## src/rtl/wdt_supervisor_if.sv

```systemverilog
// Signal bundle between wdt_supervisor and its environment (task check-ins, config, watchdog link).
// master drives the inputs of the supervisor, slave is the supervisor side.
interface wdt_supervisor_if #(
    parameter int N_TASKS = 4
);
    logic                i_arm;
    logic [N_TASKS-1:0]  i_task_en;
    logic [N_TASKS-1:0]  i_checkin;
    logic                i_cfg_we;
    logic [31:0]         i_cfg_wait;
    logic [31:0]         i_cfg_rst;
    logic                i_wdt_hw_rst;
    logic                i_log_clr;

    logic                o_clrwdt;
    logic [31:0]         o_wait_period;
    logic [31:0]         o_rst_period;
    logic                o_cfg_ack;
    logic                o_cfg_err;
    logic [1:0]          o_state;
    logic [N_TASKS-1:0]  o_missed;
    logic [7:0]          o_rst_cnt;

    modport master (
        output i_arm, i_task_en, i_checkin, i_cfg_we, i_cfg_wait, i_cfg_rst,
               i_wdt_hw_rst, i_log_clr,
        input  o_clrwdt, o_wait_period, o_rst_period, o_cfg_ack, o_cfg_err,
               o_state, o_missed, o_rst_cnt
    );

    modport slave (
        input  i_arm, i_task_en, i_checkin, i_cfg_we, i_cfg_wait, i_cfg_rst,
               i_wdt_hw_rst, i_log_clr,
        output o_clrwdt, o_wait_period, o_rst_period, o_cfg_ack, o_cfg_err,
               o_state, o_missed, o_rst_cnt
    );
endinterface

```

## src/rtl/wdt_supervisor.sv

```systemverilog
// Kicks the watchdog only after every enabled task checked in; optional miss log under WDT_SUP_MISS_LOG_EN.
// Latency: kick pulse one edge after the round completes; config result one cycle after the write.
// Backpressure: none; check-ins are pulses, writes outside IDLE are refused with o_cfg_err.
module wdt_supervisor #(
    parameter int          N_TASKS  = 4,
    parameter logic [31:0] DEF_WAIT = 32'd1000,
    parameter logic [31:0] DEF_RST  = 32'd16,
    parameter int          MIN_GAP  = 8
) (
    input  logic             i_clk,
    input  logic             i_rst,
    wdt_supervisor_if.slave  bus
);
    localparam logic [2:0] ST_IDLE    = 3'd0;
    localparam logic [2:0] ST_COLLECT = 3'd1;
    localparam logic [2:0] ST_KICK    = 3'd2;
    localparam logic [2:0] ST_HOLDOFF = 3'd3;
    localparam logic [2:0] ST_RECOVER = 3'd4;

    localparam int GW = (MIN_GAP > 1) ? $clog2(MIN_GAP) : 1;

    logic [2:0]         state, state_nxt;
    logic [N_TASKS-1:0] seen, seen_nxt;
    logic [N_TASKS-1:0] live;
    logic [GW-1:0]      gap, gap_nxt;
    logic               all_in;

    assign live   = bus.i_checkin & bus.i_task_en;
    assign all_in = (bus.i_task_en != '0) && ((seen & bus.i_task_en) == bus.i_task_en);

    always_comb begin
        state_nxt = state;
        seen_nxt  = seen;
        gap_nxt   = gap;
        if (!bus.i_arm) begin
            state_nxt = ST_IDLE;
            seen_nxt  = '0;
            gap_nxt   = '0;
        end else if (bus.i_wdt_hw_rst && state != ST_IDLE) begin
            state_nxt = ST_RECOVER;
            seen_nxt  = '0;
            gap_nxt   = '0;
        end else begin
            case (state)
                ST_IDLE: begin
                    state_nxt = ST_COLLECT;
                    seen_nxt  = '0;
                end
                ST_COLLECT: begin
                    seen_nxt = seen | live;
                    if (all_in) state_nxt = ST_KICK;
                end
                ST_KICK: begin
                    state_nxt = ST_HOLDOFF;
                    seen_nxt  = live;
                    gap_nxt   = GW'(MIN_GAP - 1);
                end
                ST_HOLDOFF: begin
                    seen_nxt = seen | live;
                    // Leave as the counter reaches zero, giving exactly MIN_GAP+1 between kicks.
                    if (gap <= GW'(1)) begin
                        gap_nxt   = '0;
                        state_nxt = ST_COLLECT;
                    end else begin
                        gap_nxt = gap - GW'(1);
                    end
                end
                ST_RECOVER: state_nxt = ST_COLLECT;
                default:    state_nxt = ST_IDLE;
            endcase
        end
    end

    always_ff @(posedge i_clk or posedge i_rst) begin
        if (i_rst) begin
            state <= ST_IDLE;
            seen  <= '0;
            gap   <= '0;
        end else begin
            state <= state_nxt;
            seen  <= seen_nxt;
            gap   <= gap_nxt;
        end
    end

    // Periods only change while idle so the watchdog never sees a mid-run update.
    always_ff @(posedge i_clk or posedge i_rst) begin
        if (i_rst) begin
            bus.o_wait_period <= DEF_WAIT;
            bus.o_rst_period  <= DEF_RST;
            bus.o_cfg_ack     <= 1'b0;
            bus.o_cfg_err     <= 1'b0;
        end else begin
            bus.o_cfg_ack <= 1'b0;
            bus.o_cfg_err <= 1'b0;
            if (bus.i_cfg_we) begin
                if (state == ST_IDLE && bus.i_cfg_wait != 32'd0) begin
                    bus.o_wait_period <= bus.i_cfg_wait;
                    bus.o_rst_period  <= bus.i_cfg_rst;
                    bus.o_cfg_ack     <= 1'b1;
                end else begin
                    bus.o_cfg_err <= 1'b1;
                end
            end
        end
    end

    assign bus.o_clrwdt = (state == ST_KICK);

    always_comb begin
        case (state)
            ST_IDLE:              bus.o_state = 2'd0;
            ST_COLLECT:           bus.o_state = 2'd1;
            ST_KICK, ST_HOLDOFF:  bus.o_state = 2'd2;
            default:              bus.o_state = 2'd3;
        endcase
    end

`ifdef WDT_SUP_MISS_LOG_EN
    logic enter_rec;
    assign enter_rec = bus.i_arm && bus.i_wdt_hw_rst &&
                       state != ST_IDLE && state != ST_RECOVER;

    // A miss recorded on the same edge as a clear survives the clear.
    always_ff @(posedge i_clk or posedge i_rst) begin
        if (i_rst) begin
            bus.o_missed  <= '0;
            bus.o_rst_cnt <= 8'd0;
        end else if (enter_rec) begin
            bus.o_missed <= (bus.i_log_clr ? '0 : bus.o_missed) | (bus.i_task_en & ~seen);
            if (bus.i_log_clr)
                bus.o_rst_cnt <= 8'd1;
            else if (bus.o_rst_cnt != 8'd255)
                bus.o_rst_cnt <= bus.o_rst_cnt + 8'd1;
        end else if (bus.i_log_clr) begin
            bus.o_missed  <= '0;
            bus.o_rst_cnt <= 8'd0;
        end
    end
`else
    assign bus.o_missed  = '0;
    assign bus.o_rst_cnt = 8'd0;
`endif
endmodule

```

## src/flat_wrapper.sv

```systemverilog
// flat-port wrapper written by rule: the top's interface ports become plain ports
module wdt_supervisor_flat 
#(
    parameter int          N_TASKS  = 4,
    parameter logic [31:0] DEF_WAIT = 32'd1000,
    parameter logic [31:0] DEF_RST  = 32'd16,
    parameter int          MIN_GAP  = 8
)
  (i_clk, i_rst, bus_i_arm, bus_i_task_en, bus_i_checkin, bus_i_cfg_we, bus_i_cfg_wait, bus_i_cfg_rst, bus_i_wdt_hw_rst, bus_i_log_clr, bus_o_clrwdt, bus_o_wait_period, bus_o_rst_period, bus_o_cfg_ack, bus_o_cfg_err, bus_o_state, bus_o_missed, bus_o_rst_cnt);
  wdt_supervisor_if #(.N_TASKS(N_TASKS)) bus_i ();
  input  logic i_clk;
  input  logic i_rst;
  input wire logic [$bits(bus_i.i_arm)-1:0] bus_i_arm;
  input wire logic [$bits(bus_i.i_task_en)-1:0] bus_i_task_en;
  input wire logic [$bits(bus_i.i_checkin)-1:0] bus_i_checkin;
  input wire logic [$bits(bus_i.i_cfg_we)-1:0] bus_i_cfg_we;
  input wire logic [$bits(bus_i.i_cfg_wait)-1:0] bus_i_cfg_wait;
  input wire logic [$bits(bus_i.i_cfg_rst)-1:0] bus_i_cfg_rst;
  input wire logic [$bits(bus_i.i_wdt_hw_rst)-1:0] bus_i_wdt_hw_rst;
  input wire logic [$bits(bus_i.i_log_clr)-1:0] bus_i_log_clr;
  output wire logic [$bits(bus_i.o_clrwdt)-1:0] bus_o_clrwdt;
  output wire logic [$bits(bus_i.o_wait_period)-1:0] bus_o_wait_period;
  output wire logic [$bits(bus_i.o_rst_period)-1:0] bus_o_rst_period;
  output wire logic [$bits(bus_i.o_cfg_ack)-1:0] bus_o_cfg_ack;
  output wire logic [$bits(bus_i.o_cfg_err)-1:0] bus_o_cfg_err;
  output wire logic [$bits(bus_i.o_state)-1:0] bus_o_state;
  output wire logic [$bits(bus_i.o_missed)-1:0] bus_o_missed;
  output wire logic [$bits(bus_i.o_rst_cnt)-1:0] bus_o_rst_cnt;
  assign bus_i.i_arm = bus_i_arm;
  assign bus_i.i_task_en = bus_i_task_en;
  assign bus_i.i_checkin = bus_i_checkin;
  assign bus_i.i_cfg_we = bus_i_cfg_we;
  assign bus_i.i_cfg_wait = bus_i_cfg_wait;
  assign bus_i.i_cfg_rst = bus_i_cfg_rst;
  assign bus_i.i_wdt_hw_rst = bus_i_wdt_hw_rst;
  assign bus_i.i_log_clr = bus_i_log_clr;
  assign bus_o_clrwdt = bus_i.o_clrwdt;
  assign bus_o_wait_period = bus_i.o_wait_period;
  assign bus_o_rst_period = bus_i.o_rst_period;
  assign bus_o_cfg_ack = bus_i.o_cfg_ack;
  assign bus_o_cfg_err = bus_i.o_cfg_err;
  assign bus_o_state = bus_i.o_state;
  assign bus_o_missed = bus_i.o_missed;
  assign bus_o_rst_cnt = bus_i.o_rst_cnt;
  wdt_supervisor #(.N_TASKS(N_TASKS), .DEF_WAIT(DEF_WAIT), .DEF_RST(DEF_RST), .MIN_GAP(MIN_GAP)) u_core (.i_clk(i_clk), .i_rst(i_rst), .bus(bus_i));
endmodule
```

## config.mk

```make
export PLATFORM = sky130hd
export DESIGN_NAME = wdt_supervisor_flat
export DESIGN_NICKNAME = d
export VERILOG_FILES = /design/src/rtl/wdt_supervisor_if.sv /design/src/rtl/wdt_supervisor.sv /design/src/flat_wrapper.sv
export SDC_FILE = /design/constraint.sdc
export NUM_CORES = 1
export LEC_CHECK = 0
export BUFFER_PORTS_ARGS = -buffer_cell sky130_fd_sc_hd__buf_2
export CORE_MARGIN = 2
export CORE_UTILIZATION = 50
export DETAILED_ROUTE_END_ITERATION = 10
export GPL_TIMING_DRIVEN = 0
export PLACE_DENSITY = 0.95
export SYNTH_ARGS = -nofsm -noshare
export SYNTH_HDL_FRONTEND = slang
export SYNTH_SLANG_ARGS = --single-unit
```

## constraint.sdc

```tcl
create_clock -name i_clk -period 5.5 [get_ports i_clk]
set_input_delay 1.1 -clock i_clk [delete_from_list [all_inputs] [get_ports i_clk]]
set_output_delay 1.1 -clock i_clk [all_outputs]
set_load 0.03 [all_outputs]
```

### After elaboration in Yosys (flattened, before gate mapping)

Index checks and enable logic that the tools add are counted.

| operators by class | value |
|---|---|
| divide/modulo/power cells | 0 |
| multiply operators | 0 |
| magnitude comparators | 1 |
| shifts and indexed selects | 0 |
| reductions and logical operators | 12 |
| bitwise gates (word level) | 3 |
| add/subtract/negate cells | 1 |
| equality and inequality tests | 9 |
| multiplexer cells | 17 |

Operators with widths:

| kind | count |
|---|---|
| nonzero test 32 bit | 1 |
| two-way mux 3 bit | 7 |
| one-hot mux 3 bit (4 select lines) | 1 |
| one-hot mux 4 bit (3 select lines) | 1 |
| AND 4 bit | 2 |
| two-way mux 4 bit | 2 |
| != test 4 x 2 -> 1 bit, second input constant | 2 |
| == test 3 x 2 -> 1 bit, second input constant | 2 |
| one-hot mux 2 bit (3 select lines) | 1 |
| one-hot mux 3 bit (2 select lines) | 1 |
| OR reduction 2 bit | 3 |
| != test 5 x 2 -> 1 bit, second input constant | 1 |
| == test 4 bit | 1 |
| two-way mux 1 bit | 4 |
| != test 4 x 1 -> 1 bit, second input constant | 1 |
| OR 4 bit | 1 |
| AND reduction 2 bit | 2 |
| nonzero test 4 bit | 1 |
| == test 3 x 1 -> 1 bit, second input constant | 1 |
| == test 3 bit, second input constant | 1 |
| <= comparator 3 x 1 -> 1 bit, second input constant | 1 |
| logical AND 1 bit | 3 |
| logical NOT 3 bit | 1 |
| nonzero test 3 bit | 1 |
| subtractor 3 x 1 -> 3 bit, second input constant | 1 |

| word-level totals | value |
|---|---|
| memory bits (read-only) | 0 |
| latch bits | 0 |
| memories kept | 0 |
| flip-flop bits (word level) | 76 |
| output and inout port bits | 81 |
| bits in writable memories | 0 |
| bits of input ports | 78 |
| word-level logic and storage cells | 50 |

### Logic depth before layout (Yosys ltp)

| depth | value |
|---|---|
| depth in word-level cells | 7 |
| depth in mapped cells | 6 |
| depth with buffers taken out | 6 |

### Worst setup path before layout

No wires, ideal clock.

| timing path | value |
|---|---|
| path type | in2reg |
| from | input bus_i_cfg_wait[16] |
| to | register u_core.bus.o_rst_period[0] |
| data arrival time | 2.332 ns |
| buffers on the path | 2 |
| stages on the path | 6 |
| slack | 3.043 ns |
| cells stage by stage | nor4_1 -> nand4_1 -> o211ai_2 -> buf_6 -> buf_12 -> mux2_4 |

| between the ends | value |
|---|---|
| cells in the longest elaborated chain, start to end | 3 |

RTL lines:

| item | RTL line | RTL |
|---|---|---|
| start, declared | flat_wrapper.sv:17 | `input wire logic [$bits(bus_i.i_cfg_wait)-1:0] bus_i_cfg_wait;` |
| nonzero test 32 bit | wdt_supervisor.sv:97 | `if (state == ST_IDLE && bus.i_cfg_wait != 32'd0) begin` |
| logical AND 1 bit | wdt_supervisor.sv:97 |  |
| AND reduction 2 bit (no source line) | n/a |  |
| end signal, assigned | wdt_supervisor.sv:99 | `bus.o_rst_period <= bus.i_cfg_rst;` |
| end, declared | wdt_supervisor_if.sv:34 | `output o_clrwdt, o_wait_period, o_rst_period, o_cfg_ack, o_cfg_err,` |

Every way passes these cells.
A chain may end at the register's enable or synchronous reset.

### Final worst setup path

| timing path | value |
|---|---|
| from | input bus_i_cfg_wait[22] |
| to | register u_core.bus.o_wait_period[11] |

| between the ends | value |
|---|---|
| cells in the longest elaborated chain, start to end | 3 |

RTL lines:

| item | RTL line | RTL |
|---|---|---|
| nonzero test 32 bit | wdt_supervisor.sv:97 |  |
| logical AND 1 bit | wdt_supervisor.sv:97 |  |
| AND reduction 2 bit (no source line) | n/a |  |
| end signal, assigned | wdt_supervisor.sv:98 | `bus.o_wait_period <= bus.i_cfg_wait;` |
| end, declared | wdt_supervisor_if.sv:34 |  |

Every way passes these cells.

==> results.json <==
{
  "status": "finished, final reports clean",
  "core_mm2": 0.00672,
  "worst-endpoint-required_ns": 5.71,
  "yosysTopAreaCell": "sky130_fd_sc_hd__dfrtp_1",
  "ctsRootBufferMaster": "sky130_fd_sc_hd__clkbuf_8",
  "final_cell_count_no_fill": 477,
  "critical_path.reg2reg.startpoint": "u_core.state[2]",
  "floorplan.initialDensity_pct": 50.9,
  "postCtsSetupBuffers": 0,
  "yosys_register_bits": 76,
  "post_cts_hold_buffer_count": 0,
  "io_buffers": 145,
  "route.detailed.vias_per_inst": 4.90,
  "critical_path.max_fanout": 10,
  "row_count": 30,
  "post_synth_num_cell_types": 34,
  "cellPowerDensity_mw_per_mm2": 390,
  "final_util_pct": 67.2,
  "power.ir.vdd_worst_mv": 0.239,
  "critPathCaptureType": "flip-flop",
  "async_flop_share_pct": 100,
  "fin_crit_ns": 2.56,
  "cts.repair.resized": 0,
  "power_frac_seq_pct": 40.9,
  "worst_ep_arrival_time_ns": 2.78,
  "drt_wl_total_mm": 7.31,
  "final-max-slew-violation-count": 0,
  "clock_latency_ns": 0.33,
  "synth.cell_area_mm2": 0.00342,
  "hold_slack_ns": 0.505,
  "clock_tree_from_tritoncts": "built",
  "place_hpwl_mm": 5.48,
  "p_clk_share_pct": 26.6,
  "drc_errors": 0,
  "cts.htree.levels": 3,
  "timing_worst_slew_pin_value_ns": 0.892,
  "multiInputGateArea_mm2": 0.00132,
  "critical_path.startpoint_type": "input pin",
  "clock_skew_ns": 0.00845,
  "wire_length_of_the_first_global_routing_pass_mm": 11.1,
  "fill_cells": 501,
  "drt_first_pass_iters": 4,
  "gpl.final_weighted_congestion": 0.781,
  "chipHeight_um": 86.7,
  "max_buffers_root_to_sink": 2,
  "cts.reportedPaths.clkPinSlew_ns": 0.07,
  "min-delay-path-class": "reg2reg",
  "clock_sinks": 76,
  "setup_viol_count_final": 0,
  "whs_endpoint": "u_core.bus.o_rst_period[6]",
  "synth_cells": 226,
  "ys.flop_type": "sky130_fd_sc_hd__dfrtp_1",
  "reg2reg_to": "u_core.bus.o_wait_period[11]",
  "post_synth_main_area_contributors": "sky130_fd_sc_hd__dfrtp_1 50%, sky130_fd_sc_hd__mux2_4 22%, sky130_fd_sc_hd__dfstp_2 5.4%, sky130_fd_sc_hd__mux2_2 4.9%, sky130_fd_sc_hd__buf_12 2.9%",
  "fin_nets": 473,
  "dpl.cell_count": 462,
  "achievable-frequency_mhz": 390,
  "antenna_viol_nets_final": 0,
  "die_w_um": 86.7,
  "yosysTopAreaCellShare_pct": 50.5,
  "detail_route.iter0.violations": 59,
  "hp-start": "u_core.bus.o_rst_period[6]",
  "final_hold_viol_count": 0,
  "grt_pass1_vias": 2338,
  "gr_ovfl_total": 0,
  "worst-r2r-setup-slack_ns": 3.70,
  "design.die.area_mm2": 0.00752,
  "power_leakage_nw": 2.38,
  "post_route_cells_drive_above_1_share_pct": 64.5,
  "boundaryPins": 159,
  "period_share_pct": 46.6,
  "areaGrowthSynthToFinish_pct": 32.0,
  "critPathKind": "in2reg",
  "synthesis.yosys.warnings": 0,
  "gr-usage-all-layers_pct": 19.5,
  "timing.setup.tns_ns": 0,
  "cts_made_buffers": 9,
  "routed-via-count": 2339,
  "pin_count_of_the_biggest_net_entering_global_routing": 77,
  "synthesis.area_per_instance_um2": 15.1,
  "synth_enable_flop_cells": 0,
  "number_of_antenna_violations_at_the_first_check_in_global_routing": 0,
  "ff_to_ff_path_depth": 6,
  "synth_seq_area_share_pct": 55.9,
  "grt_setup_unrepaired": "false",
  "whs_path_depth": 1,
  "ff_latch_area_mm2": 0.00191,
  "cell_internal_pwr_mw": 1.18,
  "synth.top_cells.by_count": "69 x sky130_fd_sc_hd__dfrtp_1, 49 x sky130_fd_sc_hd__mux2_4, 15 x sky130_fd_sc_hd__mux2_2, 12 x sky130_fd_sc_hd__buf_4, 9 x sky130_fd_sc_hd__nor2_1",
  "power.share.switching_pct": 33.1,
  "antennaDiodeCount": 0,
  "startpoint": "bus_i_cfg_wait[22]",
  "synthMostInstantiatedCell": "sky130_fd_sc_hd__dfrtp_1",
  "max-cap-violations": 0,
  "combinationalPowerShare_pct": 32.5,
  "routedWlPerCell_um": 15.3,
  "slew_headroom_pct": 40.5,
  "total_switching_power_uw": 582
}
## placed cells by master, fill, tap and decap left out, drive strengths merged
cell | Yosys | final
buf | 19 | 164
dfrtp | 69 | 69
mux2 | 64 | 64
conb | 1 | 12
clkbuf | 0 | 11
nor2 | 10 | 10
nor4 | 8 | 8
inv | 8 | 8
dfstp | 7 | 7
nand2 | 4 | 4
a32oi | 4 | 4
o21ai | 4 | 4
nor2b | 3 | 3
a21oi | 3 | 3
nor3 | 3 | 3
nand4 | 2 | 2
o22ai | 2 | 2
a31oi | 2 | 2
ha | 2 | 2
bufinv | 0 | 2
or2 | 2 | 2
o211ai | 1 | 1
nor3b | 1 | 1
o21bai | 1 | 1
nand2b | 1 | 1
a22oi | 1 | 1
a2111oi | 1 | 1
o21ba | 1 | 1
a21o | 1 | 1
and2 | 1 | 1
clkinvlp | 0 | 1
clkinv | 0 | 1
## worst max path at each step
| stage | to | cells after the start |
|---|---|---|
| finish | u_core.bus.o_wait_period[11] | 7 |
| global route | u_core.bus.o_wait_period[11] | 7 |
| CTS | u_core.bus.o_wait_period[11] | 7 |
| detailed placement | u_core.bus.o_wait_period[12] | 7 |
| global placement | u_core.seen[1] | 2 |
| floorplan | u_core.bus.o_cfg_ack | 1 |
## cells by family after synthesis
| kind of cell | after synthesis | share of synthesized area, % |
|---|---|---|
| simple gates | 35 | 5.60 |
| mux | 64 | 26.4 |
| other cells | 1 | 0.110 |
| buf+inv | 27 | 6.91 |
| fa+ha+maj | 2 | 0.731 |
| compound gates | 21 | 4.35 |
| flops | 76 | 55.9 |
## state kept, by name, summed over array words and instances (netlist names)
name and count:
u_core.bus.o_cfg_ack 1, u_core.gap 3, u_core.seen 4, u_core.state 3
u_core.bus.o_wait_period 32, u_core.bus.o_cfg_err 1, u_core.bus.o_rst_period 32
## final cells by class
| type | count | share of cell area [%] |
|---|---|---|
| Sequential cell | 76 | 42.3 |
| Multi-Input combinational cell | 134 | 29.1 |
| Timing Repair Buffer | 145 | 16.1 |
| Buffer | 19 | 4.57 |
| Clock buffer | 11 | 3.35 |
| Tap cell | 80 | 2.22 |
| Clock inverter | 4 | 1.61 |
| Inverter | 8 | 0.721 |
## layer usage
metal	share of wire [%]	global-route usage (%)	vias to the layer above
met3	5.5	4.57	8
met4	1.1	6.39	0
met5	0	0	-
met1	42	23.7	1123
li1	-	-	1108
met2	51	34.1	100
## through the flow
stage               setup WS (ns)  power [mW]  cell area (um2)
floorplan                    2.47        1.14             3460
global placement             1.80        1.29             4290
detailed placement           2.57        1.30             4290
CTS                          2.93        1.78             4510
global route                 2.87        1.84             4510
finish                       2.94        1.76             4510
## worst max-delay path, cell delays in order
cell	delay, ns
sky130_fd_sc_hd__buf_2	0.10
sky130_fd_sc_hd__nor4_1	0.36
sky130_fd_sc_hd__nand4_1	0.24
sky130_fd_sc_hd__o211ai_2	0.25
sky130_fd_sc_hd__buf_6	0.23
sky130_fd_sc_hd__buf_12	0.18
sky130_fd_sc_hd__mux2_4	0.31
## power by group through the flow
stage | combinational, mW | clock, mW | sequential (mW)
floorplan | 0.214 | 0 | 0.921
global placement | 0.565 | 0 | 0.721
detailed placement | 0.578 | 0 | 0.726
CTS | 0.579 | 0.481 | 0.719
global route | 0.602 | 0.511 | 0.731
finish | 0.572 | 0.469 | 0.719
Note: power is estimated with default switching activity, not from simulation.
